File: config.mk
export PLATFORM = sky130hd
export DESIGN_NAME = alu_seq
export DESIGN_NICKNAME = d
export VERILOG_FILES = /design/src/rtl/alu_seq.sv
export SDC_FILE = /design/constraint.sdc
export NUM_CORES = 1
export LEC_CHECK = 0
export CORE_MARGIN = 2
export CORE_UTILIZATION = 40
export CTS_BUF_LIST = sky130_fd_sc_hd__clkbuf_4
export DETAILED_ROUTE_END_ITERATION = 12
export REMOVE_ABC_BUFFERS = 1
export SETUP_SLACK_MARGIN = 0.5
export SYNTH_ARGS = -nofsm -noshare
export SYNTH_HDL_FRONTEND = slang
export SYNTH_SLANG_ARGS = --single-unit
export TNS_END_PERCENT = 10
File: constraint.sdc
create_clock -name clock -period 3.2 [get_ports clock]
set_input_delay 0.32 -clock clock [delete_from_list [all_inputs] [get_ports clock]]
set_output_delay 0.32 -clock clock [all_outputs]
set_load 0.1 [all_outputs]
File: src/rtl/alu_seq.sv
// alu_seq: registered ALU with a multi-cycle barrel-free shifter.
//
// One operation is accepted per start strobe while idle. Single-cycle ops
// (and shifts by zero) write result/status on the start edge and pulse done
// for that cycle. SHL/SHR by n>0 shift one bit per edge and finish n edges
// after the start edge.
//
// Handshake: start is sampled only on edges where busy=0; a start seen while
// busy=1 is dropped (no queuing). done is a one-cycle pulse marking the cycle
// in which result/status hold a fresh value. A start in a done cycle is
// accepted like any other idle-cycle start.
//
// Ports:
//   clock    - system clock, rising edge
//   reset    - synchronous active-high reset
//   start    - operation request
//   opcode   - operation select
//   operand1 - first operand / shift source
//   operand2 - second operand / NOT source
//   param    - shift amount (SHL/SHR) or immediate (VAL)
//   busy     - shift in progress
//   done     - result/status updated this cycle
//   result   - registered result, held until next done
//   status   - {zero, underflow, carry}, held until next done
module alu_seq #(
  parameter int DataWidth     = 8,
  parameter int NumOpCodeBits = 5,
  parameter int ParamBits     = 8,
  parameter int NumStatusBits = 3
) (
  input  logic                     clock,
  input  logic                     reset,
  input  logic                     start,
  input  logic [NumOpCodeBits-1:0] opcode,
  input  logic [DataWidth-1:0]     operand1,
  input  logic [DataWidth-1:0]     operand2,
  input  logic [ParamBits-1:0]     param,
  output logic                     busy,
  output logic                     done,
  output logic [DataWidth-1:0]     result,
  output logic [NumStatusBits-1:0] status
);

  localparam int CW = $clog2(DataWidth + 1);

  localparam logic [NumOpCodeBits-1:0] OP_ADD = NumOpCodeBits'(1);
  localparam logic [NumOpCodeBits-1:0] OP_SUB = NumOpCodeBits'(2);
  localparam logic [NumOpCodeBits-1:0] OP_AND = NumOpCodeBits'(3);
  localparam logic [NumOpCodeBits-1:0] OP_OR  = NumOpCodeBits'(4);
  localparam logic [NumOpCodeBits-1:0] OP_NOT = NumOpCodeBits'(5);
  localparam logic [NumOpCodeBits-1:0] OP_XOR = NumOpCodeBits'(6);
  localparam logic [NumOpCodeBits-1:0] OP_SHL = NumOpCodeBits'(7);
  localparam logic [NumOpCodeBits-1:0] OP_SHR = NumOpCodeBits'(8);
  localparam logic [NumOpCodeBits-1:0] OP_VAL = NumOpCodeBits'(9);

  typedef enum logic {IDLE, SHIFT} state_t;

  state_t               state;
  logic [DataWidth-1:0] sh_q;      // working copy of the value being shifted
  logic [CW-1:0]        cnt_q;     // shifts still to perform
  logic                 left_q;    // 1 = SHL, 0 = SHR

  // Single-cycle datapath, driven straight from the inputs on the start edge.
  logic [DataWidth:0]   sum;
  logic [DataWidth-1:0] imm_res;
  logic                 imm_c;
  logic                 imm_u;
  logic                 imm_z;
  logic                 is_shift;
  logic [CW-1:0]        n_calc;

  // One shift step of the multi-cycle path.
  logic [DataWidth-1:0] sh_next;
  logic                 sh_c;

  assign busy = (state == SHIFT);

  always_comb begin
    sum      = {1'b0, operand1} + {1'b0, operand2};
    imm_res  = '0;
    imm_c    = 1'b0;
    imm_u    = 1'b0;
    imm_z    = 1'b0;
    is_shift = (opcode == OP_SHL) || (opcode == OP_SHR);
    // Amounts at or beyond the width saturate: every bit gets shifted out.
    if (32'(param) < DataWidth) n_calc = CW'(param);
    else                        n_calc = CW'(DataWidth);

    case (opcode)
      OP_ADD: begin
        imm_res = sum[DataWidth-1:0];
        imm_c   = sum[DataWidth];
      end
      OP_SUB: begin
        imm_res = operand1 - operand2;
        imm_u   = (operand1 < operand2);
      end
      OP_AND: imm_res = operand1 & operand2;
      OP_OR:  imm_res = operand1 | operand2;
      OP_NOT: imm_res = ~operand2;
      OP_XOR: imm_res = operand1 ^ operand2;
      OP_SHL, OP_SHR: imm_res = operand1;  // only reached with n = 0
      OP_VAL: imm_res = DataWidth'(param);
      default: imm_res = '0;
    endcase

    // NOP/reserved/flow-control opcodes report a clear status, zero included.
    if (opcode >= OP_ADD && opcode <= OP_VAL) imm_z = (imm_res == '0);
  end

  always_comb begin
    if (left_q) begin
      sh_next = {sh_q[DataWidth-2:0], 1'b0};
      sh_c    = sh_q[DataWidth-1];
    end else begin
      sh_next = {1'b0, sh_q[DataWidth-1:1]};
      sh_c    = sh_q[0];
    end
  end

  always_ff @(posedge clock) begin
    if (reset) begin
      state  <= IDLE;
      sh_q   <= '0;
      cnt_q  <= '0;
      left_q <= 1'b0;
      result <= '0;
      status <= '0;
      done   <= 1'b0;
    end else begin
      done <= 1'b0;
      case (state)
        IDLE: begin
          if (start) begin
            if (is_shift && n_calc != '0) begin
              state  <= SHIFT;
              sh_q   <= operand1;
              cnt_q  <= n_calc;
              left_q <= (opcode == OP_SHL);
            end else begin
              result <= imm_res;
              status <= {imm_z, imm_u, imm_c};
              done   <= 1'b1;
            end
          end
        end
        SHIFT: begin
          sh_q  <= sh_next;
          cnt_q <= cnt_q - CW'(1);
          // Carry is the bit dropped on the final step only.
          if (cnt_q == CW'(1)) begin
            result <= sh_next;
            status <= {(sh_next == '0), 1'b0, sh_c};
            done   <= 1'b1;
            state  <= IDLE;
          end
        end
        default: state <= IDLE;
      endcase
    end
  end

endmodule

==> results of run 1 <==
-- stage by stage --
stage | total power [mW] | setup slack (ps)
floorplan | 0.587 | 39.9
global placement | 0.733 | 79.4
detailed placement | 0.733 | 27.6
CTS | 0.879 | 500
global route | 0.934 | 471
finish | 0.881 | 605
-- path summary, 6_finish.rpt --
check | from | end | slack [ps]
hold reg to reg | result[2] | result[2] | 460
hold / removal | result[2] | result[2] | 460
setup reg to reg | busy | cnt_q[3] | 800
setup / recovery | operand2[1] | status[2] | 610
-- metal layers --
layer / routed length (um) / up-vias
li1: - / 1360
met1: 3830 / 1329
met2: 3630 / 117
met3: 534 / 12
met4: 167 / 0
met5: 0 / -
-- layout make-up --
cell class	count	area, um^2	share of cell area (%)
clock buffer	3	22.5	0.687
inverter	22	82.6	2.52
multi-input combinational	274	1980	60.5
sequential	26	520	15.9
tap	77	96.3	2.94
timing repair buffer	61	573	17.5
-- power by group through the flow --
stage	Clock, mW	Sequential, mW	Combinational (mW)
after floorplan	0	0.425	0.162
after global placement	0	0.357	0.377
after detailed placement	0	0.357	0.375
after CTS	0.148	0.350	0.381
after global routing	0.162	0.353	0.419
final	0.141	0.350	0.390
-- cell usage after synthesis (4+ instances only) --
cell type	n
a21oi_1	33
o211ai_1	4
a211o_1	4
nor3_1	11
nor3b_1	4
buf_2	7
nand2_1	33
a21o_1	4
nor2_1	31
nand3b_1	6
ha_1	26
a211oi_1	8
a221o_1	4
clkbuf_1	11
nand3_1	4
inv_1	21
mux2i_1	5
and2_1	4
a22o_1	4
dfxtp_1	26
o221ai_1	5
o21ai_0	7
-- logic make-up (layout without fill, tap and decap cells) --
group	after synthesis	count (layout)	share of synthesized area (%)
AND/OR/NAND/NOR	127	127	26.0
AO/OA/AOI/OAI	113	113	31.0
buffers and inverters	43	86	7.28
adder cells (fa/ha/maj)	28	28	13.8
flip-flops	26	26	19.7
multiplexers	6	6	2.32
-- critical path, stage by stage --
cell	delay (ps)
clkdlybuf4s50_1	630
fa_1	450
or2_2	310
a31oi_2	140
o21ai_1	90
a221oi_2	290
and4b_1	280
nand4_1	100
o31ai_1	230
-- cells in the final DEF (no fill, tap or decap), types with 5 or more instances in the layout --
master and n:
nand2_1 33, buf_4 18, nor3_1 9, ha_1 23
o21ai_0 5, dfxtp_1 26, a211oi_1 8, inv_1 21
o221ai_1 5, nor2_1 31, mux2i_1 5, clkdlybuf4s50_1 40
a21oi_1 33, nand3b_1 6
-- flip-flops by register name, summed over array words and instances (netlist names) --
register / flops
busy: 1
left_q: 1
sh_q: 8
status: 3
result: 8
done: 1
cnt_q: 4
-- repair_timing --
item	4_1_cts	5_1_grt
setup endpoints to repair	2	8
gates cloned	0	0
buffers inserted	0	2
pin swaps	2	9
gates resized for setup	4	12
endpoints found under the hold margin	0	0
==> flow_summary_export.csv, run 1 <==
group,metric,value,unit
timing,slew_headroom,35.0,%
synth,ys_seq_elements,26,
outcome,status,"finished clean",
worst_setup_path,crit_fanout,5,
floorplan,die_area,0.00728,mm^2
final_layout,layout-drive-gt1-share,12.7,%
grt,grt_pass1_vias,2500,
final_layout,stdcell_count,463,
power,power_density,269,mW/mm^2
synth,async_reset_ff_share,0,%
final_layout,fin_area,0.00328,mm^2
cts,clock_latency,330,ps
worst_setup_path,critPathRequiredTime,3450,ps
synth,ys_seq_area_share,19.7,%
power,clkPwrFrac,16.0,%
power,switching_share,39.3,%
synth,yosys.area.top_type,"dfxtp_1",
detailed_routing,vias,2818,
grt,grt_use_met3,3.31,%
timing,fin_tns_setup,0,ps
floorplan,std_cell_rows,29,
cts,cts_buffers,3,
synth,synth_area_leaders,"dfxtp_1 20%, ha_1 12%, a21oi_1 6.2%, nand2_1 4.7%, nor2_1 4.4%",
synth,synth-main-ff-cell,"dfxtp_1",
power,pwr-share-comb,44.3,%
worst_setup_path,start_kind,"primary input",
cts,cts_buffer_depth,2,
cts,postCtsHoldBufs,0,
final_layout,utilization,51.3,%
grt,grt_max_degree,24,
cts,cts.htree.levels,1,
timing,layout_min_cycle_time,2590,ps
final_layout,area_growth,23.8,%
grt,top_usage_layer,"met2",
synth,netlist.area_leader.share,19.7,%
placed_design,dp_hpwl,6260,um
placed_design,numPortBuffers,44,
timing,finalMaxSlewViolations,0,
grt,grt_util_all_layers,22.4,%
power,vdd_drop_max,168,uV
timing,rsz0062_at_grt,"yes",
grt,grt_use_met2,34.2,%
power,p_switching,0.346,mW
synth,yosys_warnings,0,
synth,ys_types,71,
detailed_routing,drtIter0Drc,179,
timing,period_share,81.1,%
power,power_leakage,1.31,nW
timing,setup_viol,0,
placed_design,place_area,0.00318,mm^2
timing,holdWs,464,ps
grt,met1_usage,32.9,%
floorplan,die_w,85.3,um
cts,clock-root-buffer,"clkbuf_4",
timing,final-hold-violation-count,0,
cts,clkTransAtPathRegs,130,ps
cts,clkSinkCount,26,
worst_setup_path,r2r_cells,6,
detailed_routing,antenna_left,0,
worst_setup_path,cp.arrival,2850,ps
floorplan,die-height,85.3,um
detailed_routing,drc_errors,0,
timing,clock_skew,2.29,ps
worst_setup_path,endpoint_kind,"flip-flop",
power,p_seq_share,39.7,%
detailed_routing,dr.pass1.iters,5,
final_layout,final.fill_count,652,
grt,antenna_found_initial,0,
grt,grt_pass1_wl,12900,um
detailed_routing,viasPerCell,6.09,
placed_design,place_inst,458,
hold_path,holdPathStages,2,
synth,synth-edff-count,0,
worst_setup_path,path_class,"in -> reg",
timing,fmax,0.385,GHz
power,p_int,0.535,mW
detailed_routing,routedWlPerCell,17.6,um
synth,syn_inst,343,
synth,netlist_area,0.00265,mm^2
cts,cts_tree,"yes",
detailed_routing,totalWireLength,8160,um
floorplan,core_area,0.00639,mm^2
placed_design,globalplace.congestion,0.936,
grt,overflow,0,
floorplan,io_pins,45,
final_layout,diodes,0,
timing,tightest_slew,971,ps
final_layout,nNetsFinal,448,
floorplan,initial_utilization,41.4,%
synth,avgSynthCellArea,7.72,um^2
hold_path,holdCritPathClass,"reg -> reg",
run,drv_cap,0,
Note: power is estimated with default switching activity, not from simulation.
==> run 2, diff against run 1 <==
==> constraint.sdc (replaced) <==
create_clock -name clock -period 2.7 [get_ports clock]
set_input_delay 0.27 -clock clock [delete_from_list [all_inputs] [get_ports clock]]
set_output_delay 0.27 -clock clock [all_outputs]
set_load 0.1 [all_outputs]
==> flow_summary_export.csv, run 2 (synthesis results as in run 1) <==
group,metric,value,unit
outcome,status,"finished clean",
power,switching_share,39.2,%
run,drv_cap,0,
final_layout,area_growth,48.6,%
detailed_routing,vias,3036,
cts,cts_tree,"yes",
cts,clock_latency,330,ps
final_layout,top_regs,"result (8), sh_q (8), cnt_q (4)",
final_layout,utilization,61.6,%
cts,cts_buffer_depth,2,
cts,clkTransAtPathRegs,140,ps
worst_setup_path,crit_slowest_cell,"fa_2",
final_layout,seq_area,520,um^2
timing,period_share,82.0,%
timing,fmax,0.452,GHz
detailed_routing,dr.pass1.iters,7,
power,p_int,0.718,mW
final_layout,final.fill_count,609,
timing,finalMaxSlewViolations,0,
floorplan,core_area,0.00639,mm^2
detailed_routing,totalWireLength,9340,um
final_layout,multiInputGateArea,0.00216,mm^2
placed_design,preCtsSetupSlack,-372,ps
cts,postCtsHoldBufs,0,
timing,setup_viol,0,
detailed_routing,drc_errors,0,
hold_path,holdCritPathClass,"reg -> reg",
final_layout,layout-drive-gt1-share,35.5,%
power,pwr-share-comb,50.1,%
grt,antenna_found_initial,0,
power,vdd_drop_max,217,uV
final_layout,nNetsFinal,513,
detailed_routing,routedWlPerCell,17.7,um
timing,slew_headroom,54.0,%
final_layout,diodes,0,
hold_path,worstHoldStart,"result[2]",
detailed_routing,drtIter0Drc,169,
cts,cts_buffers,3,
cts,clkSinkCount,26,
timing,clock_skew,4.09,ps
floorplan,initial_utilization,41.4,%
worst_setup_path,path_class,"in -> reg",
timing,holdWs,460,ps
power,p_switching,0.463,mW
grt,grt_util_all_layers,25.6,%
worst_setup_path,critPathRequiredTime,2950,ps
floorplan,die-height,85.3,um
placed_design,globalplace.congestion,0.921,
worst_setup_path,startpoint,"operand1[0]",
cts,cts.htree.levels,1,
grt,grt_pass1_vias,2917,
timing,layout_min_cycle_time,2210,ps
timing,fin_ws,487,ps
timing,fin_tns_setup,0,ps
floorplan,die_area,0.00728,mm^2
worst_setup_path,r2r_start,"cnt_q[1]",
cts,clock-root-buffer,"clkbuf_4",
final_layout,layout_common_cells,"92 x buf_4, 32 x a21oi_1, 31 x nand2_1",
power,power_leakage,1.72,nW
power,clkPwrFrac,14.8,%
grt,overflow,0,
placed_design,dp_hpwl,7050,um
worst_setup_path,endpoint_kind,"flip-flop",
timing,tightest_slew,688,ps
floorplan,io_pins,45,
power,power_density,300,mW/mm^2
floorplan,die_w,85.3,um
grt,grt_max_degree,28,
floorplan,std_cell_rows,29,
worst_setup_path,crit_fanout,2,
worst_setup_path,max_stage_delay,440,ps
grt,grt_pass1_wl,14900,um
detailed_routing,viasPerCell,5.75,
final_layout,layout_commonest_cell,"buf_4",
timing,final-hold-violation-count,0,
worst_setup_path,path_cells,"buf_8 > buf_6 > ha_4 > fa_2 > or2_4 > a31oi_4 > o21ai_2 > a221oi_2 > and4b_1 > nand4_1 > o31ai_1",
placed_design,numPortBuffers,44,
worst_setup_path,start_kind,"primary input",
worst_setup_path,cp.arrival,2460,ps
power,p_seq_share,35.1,%
detailed_routing,antenna_left,0,
timing,rsz0062_at_grt,"yes",
## run 2: changes by cell type in the layout (fill, tap and decap cells not counted), moves of 6 or more
cell and delta:
dlygate4sd2_1 +7, inv_2 +7, ha_1 -6, clkdlybuf4s50_1 -25, ha_4 +6, buf_4 +74, inv_1 -8
## run 2: critical path: cells and delay by family
kind | cells | cell delay (ps)
buf+inv | 2 | 210
simple gates | 3 | 620
fa+ha+maj | 2 | 600
compound gates | 4 | 770
## run 2: stage by stage
stage                     std cells  instance area, um^2  power, mW
final                           528                 3930       1.18
after global placement          514                 3590      0.937
after detailed placement        514                 3590      0.939
after floorplan                 322                 2540      0.696
after CTS                       524                 3800       1.15
after global routing            528                 3930       1.24
## run 2: path summary, 6_finish.rpt
kind / to / slack [ps] / cells after the start
hold / removal: result[2] / 460 / 2
setup reg to reg: status[2] / 620 / 10
setup / recovery: status[2] / 490 / 11
hold reg to reg: result[2] / 460 / 2
## run 2: power groups by stage
| stage | registers (mW) | logic (mW) | clock network [mW] |
|---|---|---|---|
| 3_5_place_dp | 0.422 | 0.517 | 0 |
| 4_1_cts | 0.414 | 0.559 | 0.174 |
| 6_report | 0.414 | 0.591 | 0.175 |
| 2_1_floorplan | 0.504 | 0.193 | 0 |
| 3_3_place_gp | 0.422 | 0.516 | 0 |
| 5_1_grt | 0.416 | 0.633 | 0.195 |
## run 2: layout make-up
cell class	count	share of cell area [%]
Sequential cell	26	13.2
Timing Repair Buffer	126	26.6
Multi-Input combinational cell	274	54.9
Clock buffer	3	0.573
Inverter	22	2.16
Tap cell	77	2.45
## run 2: what timing repair did
| item | 4_1_cts | 5_1_grt |
|---|---|---|
| resized for setup | 53 | 36 |
| buffers inserted | 7 | 4 |
| pin swaps | 19 | 24 |
| endpoints found under the setup margin | 10 | 8 |
| hold endpoints to repair | 0 | 0 |
## run 2: layer usage
layer,vias to the layer above,GRT usage [%],routed length (um)
li1,1496,-,-
met1,1428,36.5,4320
met2,96,40.3,4180
met3,16,3.40,603
met4,0,7.50,245
met5,-,0,0
==> run 3, diff against run 2 <==
--- a/config.mk
+++ b/config.mk
@@ -9,6 +9,7 @@
 export CORE_UTILIZATION = 40
 export CTS_BUF_LIST = sky130_fd_sc_hd__clkbuf_4
 export DETAILED_ROUTE_END_ITERATION = 12
+export PLACE_DENSITY = 0.65
 export REMOVE_ABC_BUFFERS = 1
 export SETUP_SLACK_MARGIN = 0.5
 export SYNTH_ARGS = -nofsm -noshare
==> constraint.sdc (replaced) <==
create_clock -name clock -period 1.8 [get_ports clock]
set_input_delay 0.18 -clock clock [delete_from_list [all_inputs] [get_ports clock]]
set_output_delay 0.18 -clock clock [all_outputs]
set_load 0.1 [all_outputs]
==> flow_summary_export.csv, run 3 (synthesis results as in run 1) <==
group,metric,value,unit
outcome,status,"finished with violations",
outcome,violations,"negative setup slack",
detailed_routing,routedWlPerCell,17.9,um
placed_design,place_area,0.00397,mm^2
floorplan,std_cell_rows,29,
placed_design,globalplace.congestion,0.968,
worst_setup_path,cp.arrival,2320,ps
grt,grt_use_met3,3.79,%
grt,grt_pass1_vias,3326,
timing,slew_headroom,64.9,%
cts,cts.htree.levels,1,
power,vdd_drop_max,359,uV
grt,grt_max_degree,17,
floorplan,core_area,0.00639,mm^2
floorplan,die_area,0.00728,mm^2
worst_setup_path,path_cells,"buf_8 > ha_4 > fa_2 > nor3_2 > nor3_2 > o31a_1 > a221o_1 > a221oi_2 > o211ai_1 > o31ai_1",
grt,antenna_found_initial,0,
worst_setup_path,cp_common_cell,"nor3_2",
cts,clock_latency,330,ps
hold_path,worstHoldStart,"param[7]",
detailed_routing,vias,3393,
final_layout,layout_commonest_cell,"buf_4",
grt,grt_use_met2,47.2,%
run,drv_cap,0,
worst_setup_path,crit_slowest_cell,"fa_2",
cts,cts_buffers,3,
cts,postCtsHoldBufs,0,
cts,clock-root-buffer,"clkbuf_4",
grt,met1_usage,36.8,%
grt,grt_util_all_layers,28.0,%
final_layout,layout_common_cells,"138 x buf_4, 31 x nand2_1, 24 x dfxtp_1",
detailed_routing,dr.pass1.iters,5,
cts,cts_tree,"yes",
timing,finalMaxSlewViolations,0,
final_layout,stdcell_count,581,
final_layout,seq_area,526,um^2
power,power_leakage,1.98,nW
detailed_routing,drc_errors,0,
final_layout,area_growth,72.4,%
worst_setup_path,startpoint,"operand2[0]",
detailed_routing,viasPerCell,5.84,
floorplan,io_pins,45,
timing,clock_skew,1.21,ps
floorplan,initial_utilization,41.4,%
placed_design,dp_hpwl,7370,um
detailed_routing,totalWireLength,10400,um
worst_setup_path,start_kind,"primary input",
placed_design,numPortBuffers,44,
cts,clkTransAtPathRegs,140,ps
final_layout,diodes,0,
timing,rsz0062_at_grt,"yes",
grt,overflow,0,
floorplan,die_w,85.3,um
final_layout,final.fill_count,518,
final_layout,fin_area,0.00456,mm^2
timing,final-hold-violation-count,0,
worst_setup_path,critPathRequiredTime,2060,ps
timing,fmax,0.486,GHz
timing,fin_ws,-256,ps
worst_setup_path,endpoint_kind,"flip-flop",
timing,setup_viol,9,
worst_setup_path,crit_fanout,3,
worst_setup_path,crit_buf_inv,1,
timing,period_share,114,%
hold_path,holdCritPathClass,"in -> reg",
detailed_routing,drtIter0Drc,180,
grt,top_usage_layer,"met2",
final_layout,layout-drive-gt1-share,51.8,%
cts,clkSinkCount,26,
final_layout,multiInputGateArea,0.00238,mm^2
detailed_routing,antenna_left,0,
grt,grt_pass1_wl,16500,um
final_layout,nNetsFinal,566,
power,power,1.93,mW
power,power_density,422,mW/mm^2
worst_setup_path,max_stage_delay,380,ps
timing,tightest_slew,525,ps
placed_design,place_inst,563,
cts,cts_buffer_depth,2,
floorplan,die-height,85.3,um
worst_setup_path,path_delay_family,"compound AO/OA/AOI/OAI gates",
worst_setup_path,path_class,"in -> reg",
final_layout,top_regs,"result (8), sh_q (8), cnt_q (4)",
worst_setup_path,r2r_start,"cnt_q[1]",
timing,layout_min_cycle_time,2060,ps
-- run 3: worst reg2reg max path: cells and delay by family (launching register included) --
family	cells	cell delay [ps]
and+or+nand+nor	3	530
DFF	1	350
buffers and inverters	2	220
adders and majority gates	1	130
AOI/OAI and AO/OA	4	510
-- run 3: layer usage --
layer  vias up  wire, um
met5         -         0
met1      1601      4400
met2       155      5000
li1       1602         -
met3        35       636
met4         0       366
-- run 3: metrics by stage --
| step | setup TNS (ps) | util, % | worst slack (ps) | hold slack [ps] |
|---|---|---|---|---|
| detailed placement | -20740 | 62.1 | -1250 | 448 |
| global route | -1780 | 71.4 | -397 | 447 |
| CTS | -858 | 68.2 | -247 | 429 |
| finish | -925 | 71.4 | -256 | 418 |
| floorplan | -22390 | - | -1360 | 245 |
| global placement | -20240 | 62.1 | -1170 | 443 |
-- run 3: area by class of cell --
cell class	count	share of cell area, %
Inverter	22	1.87
Tap cell	77	2.11
Sequential cell	26	11.5
Clock buffer	3	0.494
Timing Repair Buffer	179	31.7
Multi-Input combinational cell	274	52.3
-- run 3: final timing paths --
| check | endpoint | slack [ps] | cells past startpoint |
|---|---|---|---|
| worst max-delay path | status[2] | -260 | 10 |
| worst min-delay path | status[2] | 420 | 7 |
| worst max register to register | status[2] | -40 | 10 |
| worst min register to register | result[1] | 470 | 2 |
-- run 3: power by group --
group | internal, mW | switching (mW) | leakage, nW
Clock | 0.0790 | 0.181 | 0.0138
Sequential | 0.602 | 0.0216 | 0.213
Combinational | 0.490 | 0.552 | 1.76
-- run 3: what timing repair did --
item,CTS,global route
hold endpoints to repair,0,0
gates resized for setup,138,49
gates cloned,1,0
buffers inserted,11,3
setup endpoints to repair,27,27
pin swaps,44,32
